--- src/rtl/vga_sram_arbiter_if.sv ---
// Request/response channel shared by the CPU, VGA and SRAM-controller sides of the arbiter.
// A master holds valid/we/addr/wdata until the slave answers with ready and rdata.
interface vga_sram_arbiter_if;
    logic        valid;
    logic        we;
    logic [18:0] addr;
    logic [15:0] wdata;
    logic        ready;
    logic [15:0] rdata;

    modport master (
        output valid,
        output we,
        output addr,
        output wdata,
        input  ready,
        input  rdata
    );

    modport slave (
        input  valid,
        input  we,
        input  addr,
        input  wdata,
        output ready,
        output rdata
    );
endinterface

--- src/rtl/vga_sram_arbiter.sv ---
// Two-master SRAM arbiter: VGA framebuffer fetch has priority, but a waiting CPU is served after
// STARVE_LIMIT consecutive VGA grants. Exactly one access is outstanding at a time.
module vga_sram_arbiter #(
    parameter logic [2:0] STARVE_LIMIT = 3'd4
) (
    input  logic               clk,
    input  logic               resetn,
    vga_sram_arbiter_if.slave  cpu,
    vga_sram_arbiter_if.slave  vga,
    vga_sram_arbiter_if.master mem
);

    typedef enum logic [1:0] {StIdle, StBusy, StResp} state_e;

    state_e      state_q;
    logic        owner_q;
    logic [2:0]  starve_cnt_q;
    logic        mem_valid_q;
    logic        mem_we_q;
    logic [18:0] mem_addr_q;
    logic [15:0] mem_wdata_q;
    logic        cpu_ready_q;
    logic        vga_ready_q;
    logic [15:0] cpu_rdata_q;
    logic [15:0] vga_rdata_q;
    logic        grant_vga;

    // VGA wins a collision until the CPU has waited through STARVE_LIMIT VGA grants.
    always_comb begin
        grant_vga = vga.valid && (!cpu.valid || (starve_cnt_q < STARVE_LIMIT));
    end

    always_ff @(posedge clk) begin
        if (!resetn) begin
            state_q      <= StIdle;
            owner_q      <= 1'b0;
            starve_cnt_q <= 3'd0;
            mem_valid_q  <= 1'b0;
            mem_we_q     <= 1'b0;
            mem_addr_q   <= 19'd0;
            mem_wdata_q  <= 16'd0;
            cpu_ready_q  <= 1'b0;
            vga_ready_q  <= 1'b0;
            cpu_rdata_q  <= 16'd0;
            vga_rdata_q  <= 16'd0;
        end else begin
            case (state_q)
                StIdle: begin
                    if (cpu.valid || vga.valid) begin
                        owner_q     <= grant_vga;
                        mem_valid_q <= 1'b1;
                        mem_we_q    <= grant_vga ? vga.we    : cpu.we;
                        mem_addr_q  <= grant_vga ? vga.addr  : cpu.addr;
                        mem_wdata_q <= grant_vga ? vga.wdata : cpu.wdata;
                        if (!grant_vga) begin
                            starve_cnt_q <= 3'd0;
                        end else if (cpu.valid && (starve_cnt_q != 3'd7)) begin
                            starve_cnt_q <= starve_cnt_q + 3'd1;
                        end
                        state_q <= StBusy;
                    end
                end
                StBusy: begin
                    if (mem.ready) begin
                        mem_valid_q <= 1'b0;
                        if (owner_q) begin
                            vga_ready_q <= 1'b1;
                            if (!mem_we_q) vga_rdata_q <= mem.rdata;
                        end else begin
                            cpu_ready_q <= 1'b1;
                            if (!mem_we_q) cpu_rdata_q <= mem.rdata;
                        end
                        state_q <= StResp;
                    end
                end
                StResp: begin
                    // No grant here, so a master still holding valid in its ready cycle waits.
                    cpu_ready_q <= 1'b0;
                    vga_ready_q <= 1'b0;
                    state_q     <= StIdle;
                end
                default: state_q <= StIdle;
            endcase
        end
    end

    assign mem.valid = mem_valid_q;
    assign mem.we    = mem_we_q;
    assign mem.addr  = mem_addr_q;
    assign mem.wdata = mem_wdata_q;
    assign cpu.ready = cpu_ready_q;
    assign cpu.rdata = cpu_rdata_q;
    assign vga.ready = vga_ready_q;
    assign vga.rdata = vga_rdata_q;

endmodule

--- src/flat_wrapper.sv ---
// flat-port wrapper written by rule: the top's interface ports become plain ports
module vga_sram_arbiter_flat 
#(
    parameter logic [2:0] STARVE_LIMIT = 3'd4
)
  (clk, resetn, cpu_valid, cpu_we, cpu_addr, cpu_wdata, cpu_ready, cpu_rdata, vga_valid, vga_we, vga_addr, vga_wdata, vga_ready, vga_rdata, mem_valid, mem_we, mem_addr, mem_wdata, mem_ready, mem_rdata);
  vga_sram_arbiter_if cpu_i ();
  vga_sram_arbiter_if vga_i ();
  vga_sram_arbiter_if mem_i ();
  input  logic clk;
  input  logic resetn;
  input wire logic [$bits(cpu_i.valid)-1:0] cpu_valid;
  input wire logic [$bits(cpu_i.we)-1:0] cpu_we;
  input wire logic [$bits(cpu_i.addr)-1:0] cpu_addr;
  input wire logic [$bits(cpu_i.wdata)-1:0] cpu_wdata;
  output wire logic [$bits(cpu_i.ready)-1:0] cpu_ready;
  output wire logic [$bits(cpu_i.rdata)-1:0] cpu_rdata;
  input wire logic [$bits(vga_i.valid)-1:0] vga_valid;
  input wire logic [$bits(vga_i.we)-1:0] vga_we;
  input wire logic [$bits(vga_i.addr)-1:0] vga_addr;
  input wire logic [$bits(vga_i.wdata)-1:0] vga_wdata;
  output wire logic [$bits(vga_i.ready)-1:0] vga_ready;
  output wire logic [$bits(vga_i.rdata)-1:0] vga_rdata;
  output wire logic [$bits(mem_i.valid)-1:0] mem_valid;
  output wire logic [$bits(mem_i.we)-1:0] mem_we;
  output wire logic [$bits(mem_i.addr)-1:0] mem_addr;
  output wire logic [$bits(mem_i.wdata)-1:0] mem_wdata;
  input wire logic [$bits(mem_i.ready)-1:0] mem_ready;
  input wire logic [$bits(mem_i.rdata)-1:0] mem_rdata;
  assign cpu_i.valid = cpu_valid;
  assign cpu_i.we = cpu_we;
  assign cpu_i.addr = cpu_addr;
  assign cpu_i.wdata = cpu_wdata;
  assign cpu_ready = cpu_i.ready;
  assign cpu_rdata = cpu_i.rdata;
  assign vga_i.valid = vga_valid;
  assign vga_i.we = vga_we;
  assign vga_i.addr = vga_addr;
  assign vga_i.wdata = vga_wdata;
  assign vga_ready = vga_i.ready;
  assign vga_rdata = vga_i.rdata;
  assign mem_valid = mem_i.valid;
  assign mem_we = mem_i.we;
  assign mem_addr = mem_i.addr;
  assign mem_wdata = mem_i.wdata;
  assign mem_i.ready = mem_ready;
  assign mem_i.rdata = mem_rdata;
  vga_sram_arbiter #(.STARVE_LIMIT(STARVE_LIMIT)) u_core (.clk(clk), .resetn(resetn), .cpu(cpu_i), .vga(vga_i), .mem(mem_i));
endmodule
--- config.mk ---
export PLATFORM = sky130hd
export DESIGN_NAME = vga_sram_arbiter_flat
export DESIGN_NICKNAME = d
export VERILOG_FILES = /design/src/rtl/vga_sram_arbiter_if.sv /design/src/rtl/vga_sram_arbiter.sv /design/src/flat_wrapper.sv
export SDC_FILE = /design/constraint.sdc
export NUM_CORES = 1
export LEC_CHECK = 0
export BUFFER_PORTS_ARGS = -buffer_cell sky130_fd_sc_hd__buf_4
export CORE_MARGIN = 1.5
export CORE_UTILIZATION = 33
export CTS_CLUSTER_DIAMETER = 80
export DETAILED_ROUTE_END_ITERATION = 12
export PLACE_DENSITY = 0.62
export SYNTH_ARGS = -nofsm -noshare
export SYNTH_HDL_FRONTEND = slang
export SYNTH_SLANG_ARGS = --single-unit
--- constraint.sdc ---
create_clock -name clk -period 1.5 [get_ports clk]
set_clock_uncertainty 0.05 [all_clocks]
set_input_delay 0.15 -clock clk [delete_from_list [all_inputs] [get_ports clk]]
set_output_delay 0.15 -clock clk [all_outputs]
set_load 0.05 [all_outputs]
==> flow_summary.toml, run 1 <==
[sta]
final.setup.tns_ns = 0
fmax_ghz = 0.724
period_share_pct = 92.1
setup_viol_count_final = 0
slew_viol_final = 0
max_slew_margin_pct = 72.4
period_needed_ns = 1.38
rsz0062_at_grt = "false"
finalHoldViolCount = 0
worst_pin_slew_ns = 0.414

[synth]
synth.ff_latch_count = 77
seq_area_frac_synth_pct = 44.5
synthFlopType = "dfxtp_1"
ys_types = 32
syn_avg_cell_area_sq_um = 9.35
synth_area_sq_mm = 0.00347
syn_nets = 466
synthArstFlopShare_pct = 0
synth_edf_count = 0
yosys_warnings = 0
yosys.area.top_type = "dfxtp_1"
synthCells = 371
synth_top_area_share_pct = 44.5
ys_top_cells_by_area = "dfxtp_1, nand2_1, a311oi_2"

[global_routing]
overflow = 0
grt_max_degree = 42
grt_usage_pct = 17.6
antenna_found_initial = 0
grt_pass1_wl_um = 15400
first_global_vias = 3159

[place]
place_congestion = 0.807
port_buffers = 163
dp_hpwl_um = 7070

[floorplan]
ios = 164
die_area_sq_mm = 0.0111
die_w_um = 106
fp-row-count = 37
start_util_pct = 33.7
dieHeight_um = 106
core_region_area_sq_mm = 0.0103

[clock_tree]
root_buffer = "clkbuf_8"
clock_path_buffers = 2
cts_resized = 0
cts.sinks = 77
clock_insertion_delay_worst_skew_ns = 0.34
clk_pin_slew_worst_paths_ns = 0.09
htreeDepth = 3
cts_tree = "yes"
holdBufCountCts = 0
cts_buffers = 9
post_cts_buffers = 0

[layout]
seq_area_sq_mm = 0.00154
areaGrowthSynthToFinish_pct = 46.6
multiInputGateArea_sq_mm = 0.00174
final_nets = 623
final_cell_mix = "buf_4, nand2_1, dfxtp_1, a21oi_1, mux2i_1"
n_antenna_cell = 0
nFillCells = 995
fin_util_pct = 49.4
drive_gt1_share_pct = 43.3
final_common_cell = "buf_4"

[worst_setup_path]
rr_worst_depth = 4
reg2reg_from = "u_core.starve_cnt_q[2]$_SDFFE_PN0P_"
crit_path_end = "u_core.mem.addr[18]$_SDFFE_PN0P_"
setup.worst_path.class = "reg2reg"
critPathLaunch = "u_core.starve_cnt_q[2]$_SDFFE_PN0P_"
crit_required_ns = 1.70
cp-start-kind = "flop"
r2r_end = "u_core.mem.addr[18]$_SDFFE_PN0P_"
r2r_slack_ns = 0.12
arrival_ns = 1.58
cp_max_fo = 26
crit_path_end_kind = "flop"

[worst_hold_path]
hold_path_class = "in2reg"

[power_and_ir_drop]
peakVddDrop_mv = 0.483
p_leak_nw = 2.18
p_per_area_mw_per_mm2 = 1070

[route]
drc = 0
vias = 3270
routed_via_density = 4.89
firstDrtPassIters = 5
drt_iter0_markers = 119
antenna_left = 0
post_drt_wl_per_cell_um = 14.7
drt_wl_total_um = 9840

[status]
status = "complete, no violations"

[run]
maxCapViolations = 0
[logic make-up (layout without fill, tap and decap cells)]
kind of cell,Yosys count,after routing,share of synthesized area (%)
AO/OA/AOI/OAI,83,83,22.2
flip-flops,77,77,44.5
buffers and inverters,32,194,5.49
adder cells (fa/ha/maj),2,2,0.722
multiplexers,33,33,9.53
AND/OR/NAND/NOR,144,144,17.6
[cell usage after synthesis, types with 2 or more instances]
cell type and instances:
o22ai_1 2, o21a_1 3, buf_2 11, clkbuf_1 10
dfxtp_1 77, ha_1 2, a21oi_1 37, a311oi_1 7
nand2_1 126, nor3b_1 3, a311oi_2 29, nor2_1 5
mux2i_1 33, buf_4 4, buf_6 4, nand2b_1 2
[power by group]
group | internal [W] | switching [W]
logic | 0.000606 | 0.000966
registers | 0.00219 | 0.000106
clock network | 0.000808 | 0.000782
total | 0.00361 | 0.00185
[cell type report]
class / instances / share of cell area [%]
multi-input combinational: 262 / 34.3
sequential: 77 / 30.4
timing repair buffer: 177 / 27.9
tap: 136 / 3.35
clock buffer: 10 / 2.71
clock inverter: 6 / 1.23
inverter: 1 / 0.0739
[critical path, stage by stage (launching register included)]
cell      delay (ns)
dfxtp_1         0.49
a21bo_2         0.23
buf_12          0.17
nand2_1         0.07
a311oi_1        0.26
[through the flow]
| step | hold slack [ns] | total power, W | instance area (sq um) | worst slack [ns] | std cells |
|---|---|---|---|---|---|
| after floorplan | 0.260 | 0.00335 | 3470 | 0.0324 | 371 |
| after detailed placement | 0.385 | 0.00392 | 4870 | 0.0706 | 653 |
| after global routing | 0.00946 | 0.00572 | 5080 | 0.0180 | 669 |
| final | 0.0199 | 0.00546 | 5080 | 0.118 | 669 |
| after global placement | 0.382 | 0.00390 | 4870 | 0.176 | 653 |
| after CTS | 0.00985 | 0.00551 | 5070 | 0.0701 | 669 |
[how the worst min path moves through the flow]
stage / slack (ns) / start / end / cells past startpoint
6_report: 0.02 / vga_addr[13] / u_core.mem.addr[13]$_SDFFE_PN0P_ / 3
2_1_floorplan: 0.26 / cpu_addr[10] / u_core.mem.addr[10]$_SDFFE_PN0P_ / 2
3_3_place_gp: 0.38 / mem_rdata[12] / u_core.cpu.rdata[12]$_SDFFE_PN0P_ / 3
4_1_cts: 0.01 / vga_addr[13] / u_core.mem.addr[13]$_SDFFE_PN0P_ / 3
5_1_grt: 0.009 / vga_addr[10] / u_core.mem.addr[10]$_SDFFE_PN0P_ / 3
3_5_place_dp: 0.39 / vga_addr[12] / u_core.mem.addr[12]$_SDFFE_PN0P_ / 3
[per-layer routing]
layer  vias to the layer above  routed length [um]  GRT usage [%]
li1                       1615                   -              -
met1                      1492                4340           21.9
met2                       152                4410           28.7
met3                        11                 941           6.06
met4                         0                 152           5.41
met5                         -                   0              0
[sequential cells by signal, indices dropped and copies added (netlist names)]
signal               cells
u_core.cpu.rdata        16
u_core.cpu.ready         1
u_core.mem.addr         19
u_core.mem.valid         1
u_core.mem.wdata        16
u_core.mem.we            1
u_core.owner_q           1
u_core.starve_cnt_q      3
u_core.state_q           2
u_core.vga.rdata        16
u_core.vga.ready         1
Power figures use the tool's default switching activity.
==> run 2, diff against run 1 <==
Settings changed: CTS_BUF_LIST from default to sky130_fd_sc_hd__clkbuf_16.
==> flow_summary.toml, run 2 (synthesis results as in run 1) <==
[status]
status = "complete, no violations"

[place]
place_congestion = 0.807
port_buffers = 163
dp_hpwl_um = 7070
dp.cells = 653
place_ws_ns = 0.0706

[clock_tree]
cts.sinks = 77
post_cts_buffers = 0
root_buffer = "clkbuf_16"
htreeDepth = 3
cts_buffers = 9
clk_pin_slew_worst_paths_ns = 0.06
clock_path_buffers = 2
clock_insertion_delay_worst_skew_ns = 0.32
cts_tree = "yes"

[sta]
worst_pin_slew_ns = 0.414
final.setup.tns_ns = 0
setup_viol_count_final = 0
finalHoldViolCount = 0
hold-worst-slack_ns = 0.0510
setup_slack_ns = 0.119
period_share_pct = 92.1
rsz0062_at_grt = "false"
period_needed_ns = 1.38
slew_viol_final = 0
max_slew_margin_pct = 72.3
fmax_ghz = 0.724

[layout]
drive_gt1_share_pct = 43.0
final_cell_mix = "buf_4, nand2_1, dfxtp_1, a21oi_1, mux2i_1"
largest_reg_flops = 19
stdcell_count = 669
areaGrowthSynthToFinish_pct = 49.2
n_antenna_cell = 0
final_common_cell = "buf_4"
final_nets = 623

[global_routing]
antenna_found_initial = 0
grt_pass1_wl_um = 15500
grt_usage_pct = 17.5
first_global_vias = 3151
grt_max_degree = 42
overflow = 0

[floorplan]
die_area_sq_mm = 0.0111
ios = 164
start_util_pct = 33.7
die_w_um = 106
core_region_area_sq_mm = 0.0103
fp-row-count = 37
dieHeight_um = 106

[power_and_ir_drop]
p_leak_nw = 2.22
p_per_area_mw_per_mm2 = 1160
peakVddDrop_mv = 0.619
total_power_w = 0.00600

[worst_setup_path]
rr_worst_depth = 4
r2r_slack_ns = 0.12
cp_max_fo = 16
arrival_ns = 1.58
setup.worst_path.class = "reg2reg"
crit_path_end_kind = "flop"
crit_required_ns = 1.70
cp-start-kind = "flop"

[route]
vias = 3262
drt_wl_total_um = 9840
drc = 0
firstDrtPassIters = 4
drt_iter0_markers = 92
routed_via_density = 4.88
antenna_left = 0
post_drt_wl_per_cell_um = 14.7

[run]
maxCapViolations = 0

[worst_hold_path]
hold_path_class = "in2reg"
whs_path_depth = 3
==> run 2: path summary, 6_finish.rpt <==
kind	from	end
hold / removal	vga_addr[13]	u_core.mem.addr[13]$_SDFFE_PN0P_
setup reg to reg	u_core.state_q[0]$_SDFFE_PN0P_	u_core.vga.rdata[2]$_SDFFE_PN0P_
hold reg to reg	u_core.vga.ready$_SDFFE_PN0P_	u_core.vga.ready$_SDFFE_PN0P_
setup / recovery	u_core.state_q[0]$_SDFFE_PN0P_	u_core.vga.rdata[2]$_SDFFE_PN0P_
==> run 2: power by group <==
part	switching (W)	internal, W	total [W]
clock network	0.000844	0.00128	0.00212
registers	0.000106	0.00220	0.00230
logic	0.000966	0.000606	0.00157
==> run 2: stage by stage <==
| step | area [sq um] | utilization (%) |
|---|---|---|
| detailed placement | 4870 | 47.4 |
| floorplan | 3470 | - |
| finish | 5170 | 50.3 |
| global placement | 4870 | 47.4 |
| CTS | 5160 | 50.2 |
| global route | 5170 | 50.3 |
==> run 2: cell type report <==
| type | instances | area (sq um) |
|---|---|---|
| clock buffer | 9 | 225 |
| clock inverter | 7 | 66.3 |
| fill | 984 | 5110 |
| inverter | 1 | 3.75 |
| multi-input combinational | 262 | 1740 |
| sequential | 77 | 1540 |
| tap | 136 | 170 |
| timing repair buffer | 177 | 1420 |
==> run 2: metal layers <==
metal | track usage [%] | vias up | share of wire, %
met1 | 22.1 | 1494 | 44
li1 | - | 1612 | -
met4 | 5.12 | 0 | 1.4
met3 | 5.26 | 10 | 9.3
met2 | 28.8 | 146 | 45
met5 | 0 | - | 0
==> run 2: timing repair <==
| action | in CTS | in global routing |
|---|---|---|
| setup endpoints to repair | 0 | 11 |
| resized for setup | 0 | 2 |
| hold buffers | 0 | 0 |
==> run 2: worst max-delay path: stages, from the launching register on <==
cell and delay [ns]:
dfxtp_1 0.50, nand4b_1 0.23, nor2_4 0.15, buf_12 0.18, mux2i_1 0.20
